[src/rtl/rv_instr_encoder.sv]
// Streaming RV32I encoder: packs symbolic ops into 32-bit words and writes them to instruction memory.
// Define ENC_RANGE_CHECK_EN to flag out-of-range immediates in err (words are still written).
`timescale 1ns/1ps
module rv_instr_encoder #(
  parameter int unsigned ADDR_W    = 8,
  parameter int unsigned BASE_ADDR = 0
) (
  input  logic              clk,
  input  logic              rst_n,
  input  logic              start,
  input  logic              op_valid,
  output logic              op_ready,
  input  logic [4:0]        op_code,
  input  logic [4:0]        op_rd,
  input  logic [4:0]        op_rs1,
  input  logic [4:0]        op_rs2,
  input  logic [31:0]       op_imm,
  input  logic              op_last,
  output logic              imem_we,
  output logic [ADDR_W-1:0] imem_addr,
  output logic [31:0]       imem_wdata,
  output logic              busy,
  output logic              done,
  output logic              full,
  output logic              err,
  output logic [ADDR_W:0]   count
);

  localparam int unsigned       CNT_W    = ADDR_W + 1;
  localparam int unsigned       SUM_W    = ADDR_W + 2;
  localparam logic [CNT_W-1:0]  CAPACITY = {1'b1, {ADDR_W{1'b0}}};
  localparam logic [ADDR_W-1:0] BASE     = ADDR_W'(BASE_ADDR);
  localparam logic [31:0]       NOP_WORD = 32'h0000_0013;

  localparam logic [1:0] S_IDLE = 2'd0;
  localparam logic [1:0] S_RUN  = 2'd1;
  localparam logic [1:0] S_DONE = 2'd2;
  localparam logic [1:0] S_FULL = 2'd3;

  localparam logic [2:0] F_R   = 3'd0;
  localparam logic [2:0] F_I   = 3'd1;
  localparam logic [2:0] F_S   = 3'd2;
  localparam logic [2:0] F_B   = 3'd3;
  localparam logic [2:0] F_J   = 3'd4;
  localparam logic [2:0] F_U   = 3'd5;
  localparam logic [2:0] F_BAD = 3'd6;

  logic [1:0]        state_q, state_d;
  logic [ADDR_W-1:0] addr_q, addr_d;
  logic [CNT_W-1:0]  count_q, count_d;
  logic              we_q, we_d;
  logic [31:0]       wdata_q, wdata_d;
  logic              err_q, err_d;
  logic              busy_q, done_q, full_q;

  logic [2:0]  fmt;
  logic [6:0]  opc;
  logic [2:0]  f3;
  logic [6:0]  f7;
  logic [31:0] enc_word;
  logic        imm_bad;
  logic        enc_err;
  logic        accept;

  // Op-code to format / opcode / funct3 / funct7 lookup
  always_comb begin
    fmt = F_BAD;
    opc = 7'd0;
    f3  = 3'd0;
    f7  = 7'd0;
    case (op_code)
      5'd0:  begin fmt = F_R; opc = 7'b0110011; end
      5'd1:  begin fmt = F_R; opc = 7'b0110011; f7 = 7'b0100000; end
      5'd2:  begin fmt = F_R; opc = 7'b0110011; f3 = 3'b010; end
      5'd3:  begin fmt = F_R; opc = 7'b0110011; f3 = 3'b011; end
      5'd4:  begin fmt = F_R; opc = 7'b0110011; f3 = 3'b110; end
      5'd5:  begin fmt = F_R; opc = 7'b0110011; f3 = 3'b111; end
      5'd6:  begin fmt = F_I; opc = 7'b0000011; f3 = 3'b010; end
      5'd7:  begin fmt = F_I; opc = 7'b0010011; end
      5'd8:  begin fmt = F_I; opc = 7'b0010011; f3 = 3'b010; end
      5'd9:  begin fmt = F_I; opc = 7'b0010011; f3 = 3'b011; end
      5'd10: begin fmt = F_I; opc = 7'b0010011; f3 = 3'b100; end
      5'd11: begin fmt = F_I; opc = 7'b0010011; f3 = 3'b110; end
      5'd12: begin fmt = F_I; opc = 7'b1100111; end
      5'd13: begin fmt = F_S; opc = 7'b0100011; f3 = 3'b010; end
      5'd14: begin fmt = F_J; opc = 7'b1101111; end
      5'd15: begin fmt = F_B; opc = 7'b1100011; end
      5'd16: begin fmt = F_B; opc = 7'b1100011; f3 = 3'b001; end
      5'd17: begin fmt = F_B; opc = 7'b1100011; f3 = 3'b100; end
      5'd18: begin fmt = F_B; opc = 7'b1100011; f3 = 3'b101; end
      5'd19: begin fmt = F_U; opc = 7'b0110111; end
      default: ;
    endcase
  end

  // Word assembly; unused fields stay zero, immediates are truncated to their field
  always_comb begin
    enc_word = NOP_WORD;
    imm_bad  = 1'b0;
    case (fmt)
      F_R: enc_word = {f7, op_rs2, op_rs1, f3, op_rd, opc};
      F_I: enc_word = {op_imm[11:0], op_rs1, f3, op_rd, opc};
      F_S: enc_word = {op_imm[11:5], op_rs2, op_rs1, f3, op_imm[4:0], opc};
      F_B: enc_word = {op_imm[12], op_imm[10:5], op_rs2, op_rs1, f3, op_imm[4:1], op_imm[11], opc};
      F_J: enc_word = {op_imm[20], op_imm[10:1], op_imm[11], op_imm[19:12], op_rd, opc};
      F_U: enc_word = {op_imm[31:12], op_rd, opc};
      default: enc_word = NOP_WORD;
    endcase
`ifdef ENC_RANGE_CHECK_EN
    case (fmt)
      F_I, F_S: imm_bad = (op_imm[31:11] != {21{op_imm[11]}});
      F_B:      imm_bad = (op_imm[31:12] != {20{op_imm[12]}}) || op_imm[0];
      F_J:      imm_bad = (op_imm[31:20] != {12{op_imm[20]}}) || op_imm[0];
      F_U:      imm_bad = |op_imm[11:0];
      default:  imm_bad = 1'b0;
    endcase
`endif
  end

  assign enc_err = (fmt == F_BAD) || imm_bad;

  // A write still in flight counts against capacity so the last slot is never over-committed
  assign op_ready = (state_q == S_RUN) && !start &&
                    ((SUM_W'(count_q) + SUM_W'(we_q)) < SUM_W'(CAPACITY));
  assign accept   = op_valid && op_ready;

  always_comb begin
    state_d = state_q;
    addr_d  = addr_q;
    count_d = count_q;
    we_d    = 1'b0;
    wdata_d = wdata_q;
    err_d   = err_q;
    if (start) begin
      state_d = S_RUN;
      addr_d  = BASE;
      count_d = '0;
      err_d   = 1'b0;
    end else begin
      if (we_q) begin
        addr_d  = addr_q + ADDR_W'(1);
        count_d = count_q + CNT_W'(1);
        if ((state_q == S_RUN) && (count_d == CAPACITY)) state_d = S_FULL;
      end
      if (accept) begin
        we_d    = 1'b1;
        wdata_d = enc_word;
        err_d   = err_q | enc_err;
        if (op_last) state_d = S_DONE;
      end
    end
  end

  always_ff @(posedge clk or negedge rst_n) begin
    if (!rst_n) begin
      state_q <= S_IDLE;
      addr_q  <= BASE;
      count_q <= '0;
      we_q    <= 1'b0;
      wdata_q <= '0;
      err_q   <= 1'b0;
      busy_q  <= 1'b0;
      done_q  <= 1'b0;
      full_q  <= 1'b0;
    end else begin
      state_q <= state_d;
      addr_q  <= addr_d;
      count_q <= count_d;
      we_q    <= we_d;
      wdata_q <= wdata_d;
      err_q   <= err_d;
      busy_q  <= (state_d == S_RUN);
      done_q  <= (state_d == S_DONE);
      full_q  <= (state_d == S_FULL);
    end
  end

  assign imem_we    = we_q;
  assign imem_addr  = addr_q;
  assign imem_wdata = wdata_q;
  assign busy       = busy_q;
  assign done       = done_q;
  assign full       = full_q;
  assign err        = err_q;
  assign count      = count_q;

endmodule

[config.mk]
export PLATFORM = sky130hd
export DESIGN_NAME = rv_instr_encoder
export DESIGN_NICKNAME = d
export VERILOG_FILES = /design/src/rtl/rv_instr_encoder.sv
export SDC_FILE = /design/constraint.sdc
export NUM_CORES = 1
export LEC_CHECK = 0
export ABC_AREA = 1
export BUFFER_PORTS_ARGS = -buffer_cell sky130_fd_sc_hd__buf_4
export CAP_MARGIN = 20
export CORE_ASPECT_RATIO = 0.7
export CORE_MARGIN = 1.5
export CORE_UTILIZATION = 47
export CTS_CLUSTER_DIAMETER = 50
export DETAILED_ROUTE_END_ITERATION = 8
export PLACE_DENSITY_LB_ADDON = 0.25
export SLEW_MARGIN = 20
export SYNTH_ARGS = -nofsm -noshare
export SYNTH_HDL_FRONTEND = slang
export SYNTH_SLANG_ARGS = --single-unit
[constraint.sdc]
create_clock -name clk -period 1.5 [get_ports clk]
set_input_delay 0.15 -clock clk [delete_from_list [all_inputs] [get_ports clk]]
set_output_delay 0.15 -clock clk [all_outputs]
set_load 0.005 [all_outputs]
# Yosys cells after proc, flatten, opt, wreduce, memory -nomap -nowiden
# Cells that the tools add are included.
[totals]
reg_bits = 56
elab_cells = 81
input_bits = 57
[classes]
n_eq_ne = 30
order_cmp = 1
n_mux = 18
add_sub_neg = 3
bitwise_logic = 2
n_reduce_logical = 18
[op_table]
columns = ["operator", "count"]
rows = [
  ["$pmux W32 S6", 1],
  ["$pmux W7 S8", 1],
  ["$eq A5 B4 Y1 const B", 8],
  ["$pmux W3 S7", 1],
  ["$eq A5 B3 Y1 const B", 4],
  ["$eq A5 B5 Y1 const B", 4],
  ["$mux W9", 2],
  ["$pmux W3 S6", 1],
  ["$mux W8", 2],
  ["$add A9 B1 Y10", 1],
  ["$eq A5 B2 Y1 const B", 2],
  ["$lt A10 B9 Y1 const B", 1],
  ["$mux W2", 5],
  ["$add A9 B1 Y9 const B", 1],
  ["$eq A3 B3 Y1 const B", 3],
  ["$eq A9 B9 Y1 const B", 1],
  ["$add A8 B1 Y8 const B", 1],
  ["$reduce_or A4 Y1", 2],
  ["$reduce_or A7 Y1", 1],
  ["$eq A3 B2 Y1 const B", 2],
  ["$mux W6", 1],
  ["$reduce_or A2 Y1", 3],
  ["$reduce_or A6 Y1", 1],
  ["$eq A5 B1 Y1 const B", 1],
  ["13 further kinds", 22],
]

# Depth between registers and ports, before layout
# Gate-level depths: netlist (run 1).
[depth]
depth_word = 9
mapped_depth = 12
ltp_nobuf = 12

# Worst setup path before layout (run 1)
# OpenSTA, ideal clock, no wires.
[synth_timing]
path_kind = "reg2reg"
start = "reg count_q[0], in the netlist count[0]"
end = "reg done_q, in the netlist done"
required_ns = 1.428
n_path_buf = 0
period_less_slack_ns = 1.450
stages_incl_launch_ff = 12
setup_slack_ns = 0.050
t_arrival_ns = 1.378
cell_sequence = "dfrtp_1 -> ha_1 -> nand2_1 -> nor2_1 -> nand3_1 -> nand2_1 -> nand2_1 -> nor2_1 -> nand2_1 -> nand2_1 -> nand2_1 -> nor2_1"
[synth_between]
elab_chain_len = 9
word_cells_on_any_way = 13
classes_between = "add/sub: 2; order compare: 1; eq/ne: 2; mux: 5; reduce/logical: 3"
[synth_lines]
columns = ["element", "line_no", "source"]
rows = [
  ["from (decl)", "50", "logic [CNT_W-1:0] count_q, count_d;"],
  ["from (signal assigned)", "168", "count_q <= count_d;"],
  ["branches (longest 6 deep; another with $add A9 B1 Y10)", "n/a", ""],
  ["$mux W2 *", "145", "if (accept) begin"],
  ["$mux W2 *", "134", "if (start) begin"],
  ["$eq A2 B2 Y1 *", "173", "done_q <= (state_d == S_DONE);"],
  ["to (signal assigned)", "173", ""],
  ["to (decl)", "54", "logic busy_q, done_q, full_q;"],
]
# Mark *: on every way between the ends.
# A chain may end at the register's enable or synchronous reset.

# Final worst setup path (run 1)
[layout_timing]
start = "reg count_q[1], in the netlist count[1]"
end = "reg done_q, in the netlist done"
# Same word-level chain as after synthesis.

==> results.toml, run 1 <==
[status]
violations = "negative setup slack"
status = "finished, violations left"

[route]
ant_nets = 0
drt_iter0_drc = 227
via_per_inst = 5.19
drtPass1Iterations = 5
finalWirelength_mm = 11.4
via_count = 4078
route.detailed.drc = 0
wl_per_cell_um = 14.5

[yosys]
synth.ff_latch_count = 55
postSynthAreaPerCell_um2 = 6.59
syn_nets = 608
synthArstFlopShare = 1.00
netlist_area_mm2 = 0.00361
yosysWarnings = 0
synthCells = 548
synthDistinctLibCells = 27
synth-main-ff-cell = "dfrtp_1"
ys_seq_area_frac = 0.381
synth_edf_count = 0

[clock_network]
clkTransAtPathRegs_ps = 110
cts_root_buffer = "clkbuf_8"
cts_tree = "done"
htreeDepth = 2
cts_buffers = 5
worstSkewPairLatency_ps = 330
clock_sinks = 55
clock_path_buffers = 2

[global_routing]
grt_overflow = 0
antenna_found_initial = 0
grt_usage = 0.255
grt_max_degree = 56
grt_pass1_vias = 3566
grt_pass1_wl_mm = 16.8

[setup_path]
critPathLaunchType = "register"
worstPathRequired_ps = 1760
cp-end-kind = "register"
critPathMaxFanout = 5
setup.worst_path.class = "register to register"
cp_data_arrival_time_ps = 1900

[power]
pwr-share-comb = 0.306
p_seq_frac = 0.439
power_frac_clock = 0.255
power.leakage_nw = 2.92
internal_power_w = 0.00278
irDropWorstVdd_mv = 0.608
p_sw_w = 0.00130
switching_share = 0.318
powerDensity_mw_per_mm2 = 780

[cells_and_area]
multi_input_area_mm2 = 0.00216
fin_area_mm2 = 0.00523
syn_to_final_growth_pct = 44.8
layout_commonest_cell = "nand2_1"
ff_latch_area_mm2 = 0.00138
layout.nets = 747
final_util = 0.708
layout-drive-gt1-share = 0.372
fillers = 594
final_cell_mix = "nand2_1 (202), buf_4 (140), dfrtp_1 (53), nand2_2 (42), nor2_1 (42)"
antenna_cells = 0

[die]
ios = 112
fp.dieW_um = 108
initial_core_util = 0.489
die_area_mm2 = 0.00823
die_h_um = 76.3
coreArea_mm2 = 0.00738
rows = 26

[placement]
io_buffers = 111
post_dp_cell_area_mm2 = 0.00466
dpl.hpwl_mm = 7.80
routabilityCongestion = 0.882

[sta]
setup_viol = 18
finalCritPeriodShare = 1.09
slew_headroom = 0.543
hold_slack_ps = 48.4
worst_slew_pin_slew_ps = 686
setup-tns-final_ps = -688
slew_violations = 0
fin_crit_ps = 1640
rsz0062_at_grt = "true"
clock.fmax_mhz = 611
clock_skew_ps = 9.21
hold_violations = 0
final.setup.worst_slack_ps = -138

[run]
maxCapViolCount = 0

[min_path]
hp-class = "input port to register"
[power groups by stage]
stage	registers [W]	logic [W]	clock network [W]
2_1_floorplan	0.00180	0.000451	0
3_3_place_gp	0.00181	0.00105	0
3_5_place_dp	0.00180	0.00107	0
4_1_cts	0.00178	0.00108	0.00105
5_1_grt	0.00181	0.00136	0.00109
6_report	0.00179	0.00125	0.00104
[critical path, stage by stage, from the launching register on]
cell and delay (ps):
dfrtp_2 490, ha_4 200, inv_1 80, nand2_1 90
nand2_2 80, nand2_1 50, nor2_1 90, nand2_1 70
nor2_2 120, nand2_1 70, nand2_2 80, nand2_2 70
nor2_1 100
[flip-flops by register name, indices dropped and copies added, names as in the netlist]
| signal | count |
|---|---|
| busy | 1 |
| count | 9 |
| imem_wdata | 31 |
| state_q | 2 |
| imem_addr | 8 |
| full | 1 |
| imem_we | 1 |
| err | 1 |
| done | 1 |
[cell families after synthesis]
kind of cell	count (synthesis)	share of synthesized area
xor+xnor	3	0.00728
simple gates	374	0.441
compound gates	49	0.0748
fa+ha+maj	3	0.0104
flops	55	0.381
buf+inv	64	0.0852
[metal layers]
| metal | GRT usage | up-vias | routed length (um) |
|---|---|---|---|
| met5 | 0 | - | 0 |
| met4 | 0.0605 | 0 | 163 |
| met3 | 0.0505 | 15 | 881 |
| met2 | 0.409 | 162 | 5440 |
| met1 | 0.355 | 1921 | 4950 |
| li1 | - | 1980 | - |
[synthesized netlist by cell type (7+ instances only)]
cell type	count	share of area
nand3_1	36	0.050
nand2_2	15	0.026
nor2_1	56	0.058
buf_4	8	0.017
nand2_1	238	0.25
a21oi_1	13	0.018
o21ai_0	20	0.028
dfrtp_1	55	0.38
a21boi_0	7	0.015
inv_1	38	0.040
[final timing paths]
kind | depth (start not counted) | startpoint | slack, ps | to
max | 12 | count[1] | -140 | done
min | 2 | start | 50 | imem_addr[2]
max reg2reg | 12 | count[1] | -140 | done
min reg2reg | 2 | imem_wdata[16] | 490 | imem_wdata[16]
max in group asynchronous | 2 | rst_n | 610 | count[0]
min in group asynchronous | 2 | rst_n | 400 | imem_wdata[1]
[what timing repair did]
action | CTS | global route
gates resized for setup | 8 | 75
gates cloned | 0 | 4
hold buffers | 1 | 0
endpoints found under the setup margin | 15 | 40
pin swaps | 2 | 47
hold endpoints to repair | 55 | 0
buffers inserted | 2 | 8
[stage by stage]
stage	std cells	setup WS, ps	power, W
2_1_floorplan	548	50.1	0.00225
3_3_place_gp	763	-39.0	0.00285
3_5_place_dp	763	-139	0.00288
4_1_cts	774	-18.8	0.00391
5_1_grt	786	-250	0.00426
6_report	786	-138	0.00408
[cell type report]
class                      instances  area share
clock buffer                       5      0.0132
sequential                        55       0.264
timing repair buffer             152       0.245
tap                               98      0.0235
multi-input combinational        429       0.414
clock inverter                     3     0.00885
inverter                          44      0.0316
(Power assumes the default switching activity.)
==> inputs of run 2 (changes only) <==
PLACE_DENSITY = 0.77   (was default)
PLACE_DENSITY_LB_ADDON = default   (was 0.25)
==> run 2 against run 1 <==
  * The flow still finishes with violations (negative setup slack)
  * Fmax decreased by 2.8%
  * Clock skew rose by 1.4 ps
  * Final area about the same
  * Sequential share of layout area about the same
  * First-iteration DRC count is 13% higher
  * Wire length up 2.3%
  * Via count grew 1.2%
  * Die area stayed put
  * Setup slack got worse by 48 ps
  * Largest cell class unchanged
  * Largest power group unchanged
  * Highest routed layer unchanged
==> results.toml, run 2 (synthesis gave the netlist of run 1 again) <==
[sta]
slew_headroom = 0.539
hold_slack_ps = 85.1
final.setup.worst_slack_ps = -186
finalCritPeriodShare = 1.12
clock_skew_ps = 10.6
setup_viol = 33
worst_slew_pin_slew_ps = 692
slew_violations = 0
hold_violations = 0
fin_crit_ps = 1690
rsz0062_at_grt = "true"
clock.fmax_mhz = 593
setup-tns-final_ps = -2030

[die]
rows = 26
die_h_um = 76.3
die_area_mm2 = 0.00823
ios = 112
fp.dieW_um = 108
initial_core_util = 0.489
coreArea_mm2 = 0.00738

[global_routing]
grt_max_degree = 56
grt_pass1_vias = 3685
grt_overflow = 0
antenna_found_initial = 0
grt_usage = 0.269
grt_pass1_wl_mm = 17.7

[cells_and_area]
largest_register_ffs = 31
layout_commonest_cell = "nand2_1"
final_cell_mix = "nand2_1 (207), buf_4 (140), dfrtp_1 (52), nor2_1 (44), nand2_2 (43)"
fillers = 589
multi_input_area_mm2 = 0.00214
ff_latch_area_mm2 = 0.00138
syn_to_final_growth_pct = 44.9
layout.nets = 751
layout-drive-gt1-share = 0.373
antenna_cells = 0

[setup_path]
setup.worst_path.class = "register to register"
worstPathRequired_ps = 1710
worst_path_largest_cell_delay_ps = 450
crit_path_top_delay_cell = "dfrtp_2"
critPathLaunchType = "register"
critical_path.startpoint = "count[1]"
cp-end-kind = "register"
r2r-start = "count[1]"
reg2reg_slack_ps = -190
cp_data_arrival_time_ps = 1900
critPathMaxFanout = 4
crit_chain = "buf_6 > nand3_2 > nor2_2 > nand2_1 > nand4_1 > buf_6 > buf_6 > nor2_4 > nor2_2 > nand2_2 > nand2_4 > nor2_2"

[power]
powerDensity_mw_per_mm2 = 785
power_w = 0.00411
power.leakage_nw = 2.85
irDropWorstVdd_mv = 0.560

[route]
ant_nets = 0
via_per_inst = 5.22
drt_iter0_drc = 257
wl_per_cell_um = 14.8
drtPass1Iterations = 5
via_count = 4126
route.detailed.drc = 0
finalWirelength_mm = 11.7

[clock_network]
cts_buffers = 5
clock_sinks = 55
worstSkewPairLatency_ps = 310
cts_root_buffer = "clkbuf_8"
clkTransAtPathRegs_ps = 110
cts_tree = "done"
clock_path_buffers = 2
htreeDepth = 2

[placement]
io_buffers = 111
routabilityCongestion = 0.883
dpl.hpwl_mm = 7.94

[min_path]
hp-start = "start"
hp-class = "input port to register"

[status]
violations = "negative setup slack"
status = "finished, violations left"

[run]
maxCapViolCount = 0
-- run 2: changes by cell type in the layout (fill, tap and decap cells not counted), moves of 3 or more --
cell,delta
nand2_1,+5
buf_6,+7
nor2_2,-5
nor2_4,+3
o21ai_0,-4
nand2_4,-6
-- run 2: final timing paths --
check,to,cells after the start
max reg2reg,done,12
min reg2reg,imem_wdata[30],2
min in group asynchronous,state_q[1],2
max,done,12
min,imem_addr[2],2
max in group asynchronous,count[1],2
-- run 2: timing repair --
item | in CTS | in global routing
setup endpoints to repair | 34 | 41
cloned | 0 | 4
hold endpoints to repair | 55 | 0
buffers inserted | 6 | 5
pin swaps | 10 | 16
resized for setup | 21 | 71
hold buffers | 1 | 0
-- run 2: layout make-up --
class                      count  share of cell area
clock buffer                   6              0.0158
clock inverter                 2             0.00741
inverter                      44              0.0320
multi-input combinational    429               0.409
sequential                    55               0.264
tap                           98              0.0234
timing repair buffer         156               0.249
-- run 2: layer usage --
metal / global-route usage / vias up / wire (um)
met5: 0 / - / 0
met4: 0.0618 / 0 / 220
met3: 0.0479 / 20 / 852
met2: 0.435 / 178 / 5580
met1: 0.377 / 1930 / 5050
li1: - / 1998 / -
-- run 2: power by group --
part / leakage [nW] / switching, W / internal [W]
sequential: 0.720 / 0.000154 / 0.00166
clock: 0.0618 / 0.000500 / 0.000550
combinational: 2.07 / 0.000614 / 0.000634
-- run 2: metrics by stage --
step | instance area, um^2 | std cells | setup slack (ps) | util
finish | 5230 | 790 | -186 | 0.709
global placement | 4670 | 766 | -33.1 | 0.632
floorplan | 3610 | 548 | 50.1 | -
detailed placement | 4670 | 766 | -164 | 0.632
global route | 5230 | 790 | -284 | 0.709
CTS | 4910 | 781 | -79.5 | 0.665
-- run 2: critical path: cells and delay by family, from the launching register on --
kind / cells / cell delay, ps
buffers and inverters: 3 / 390
flip-flops: 1 / 450
AND/OR/NAND/NOR: 9 / 760
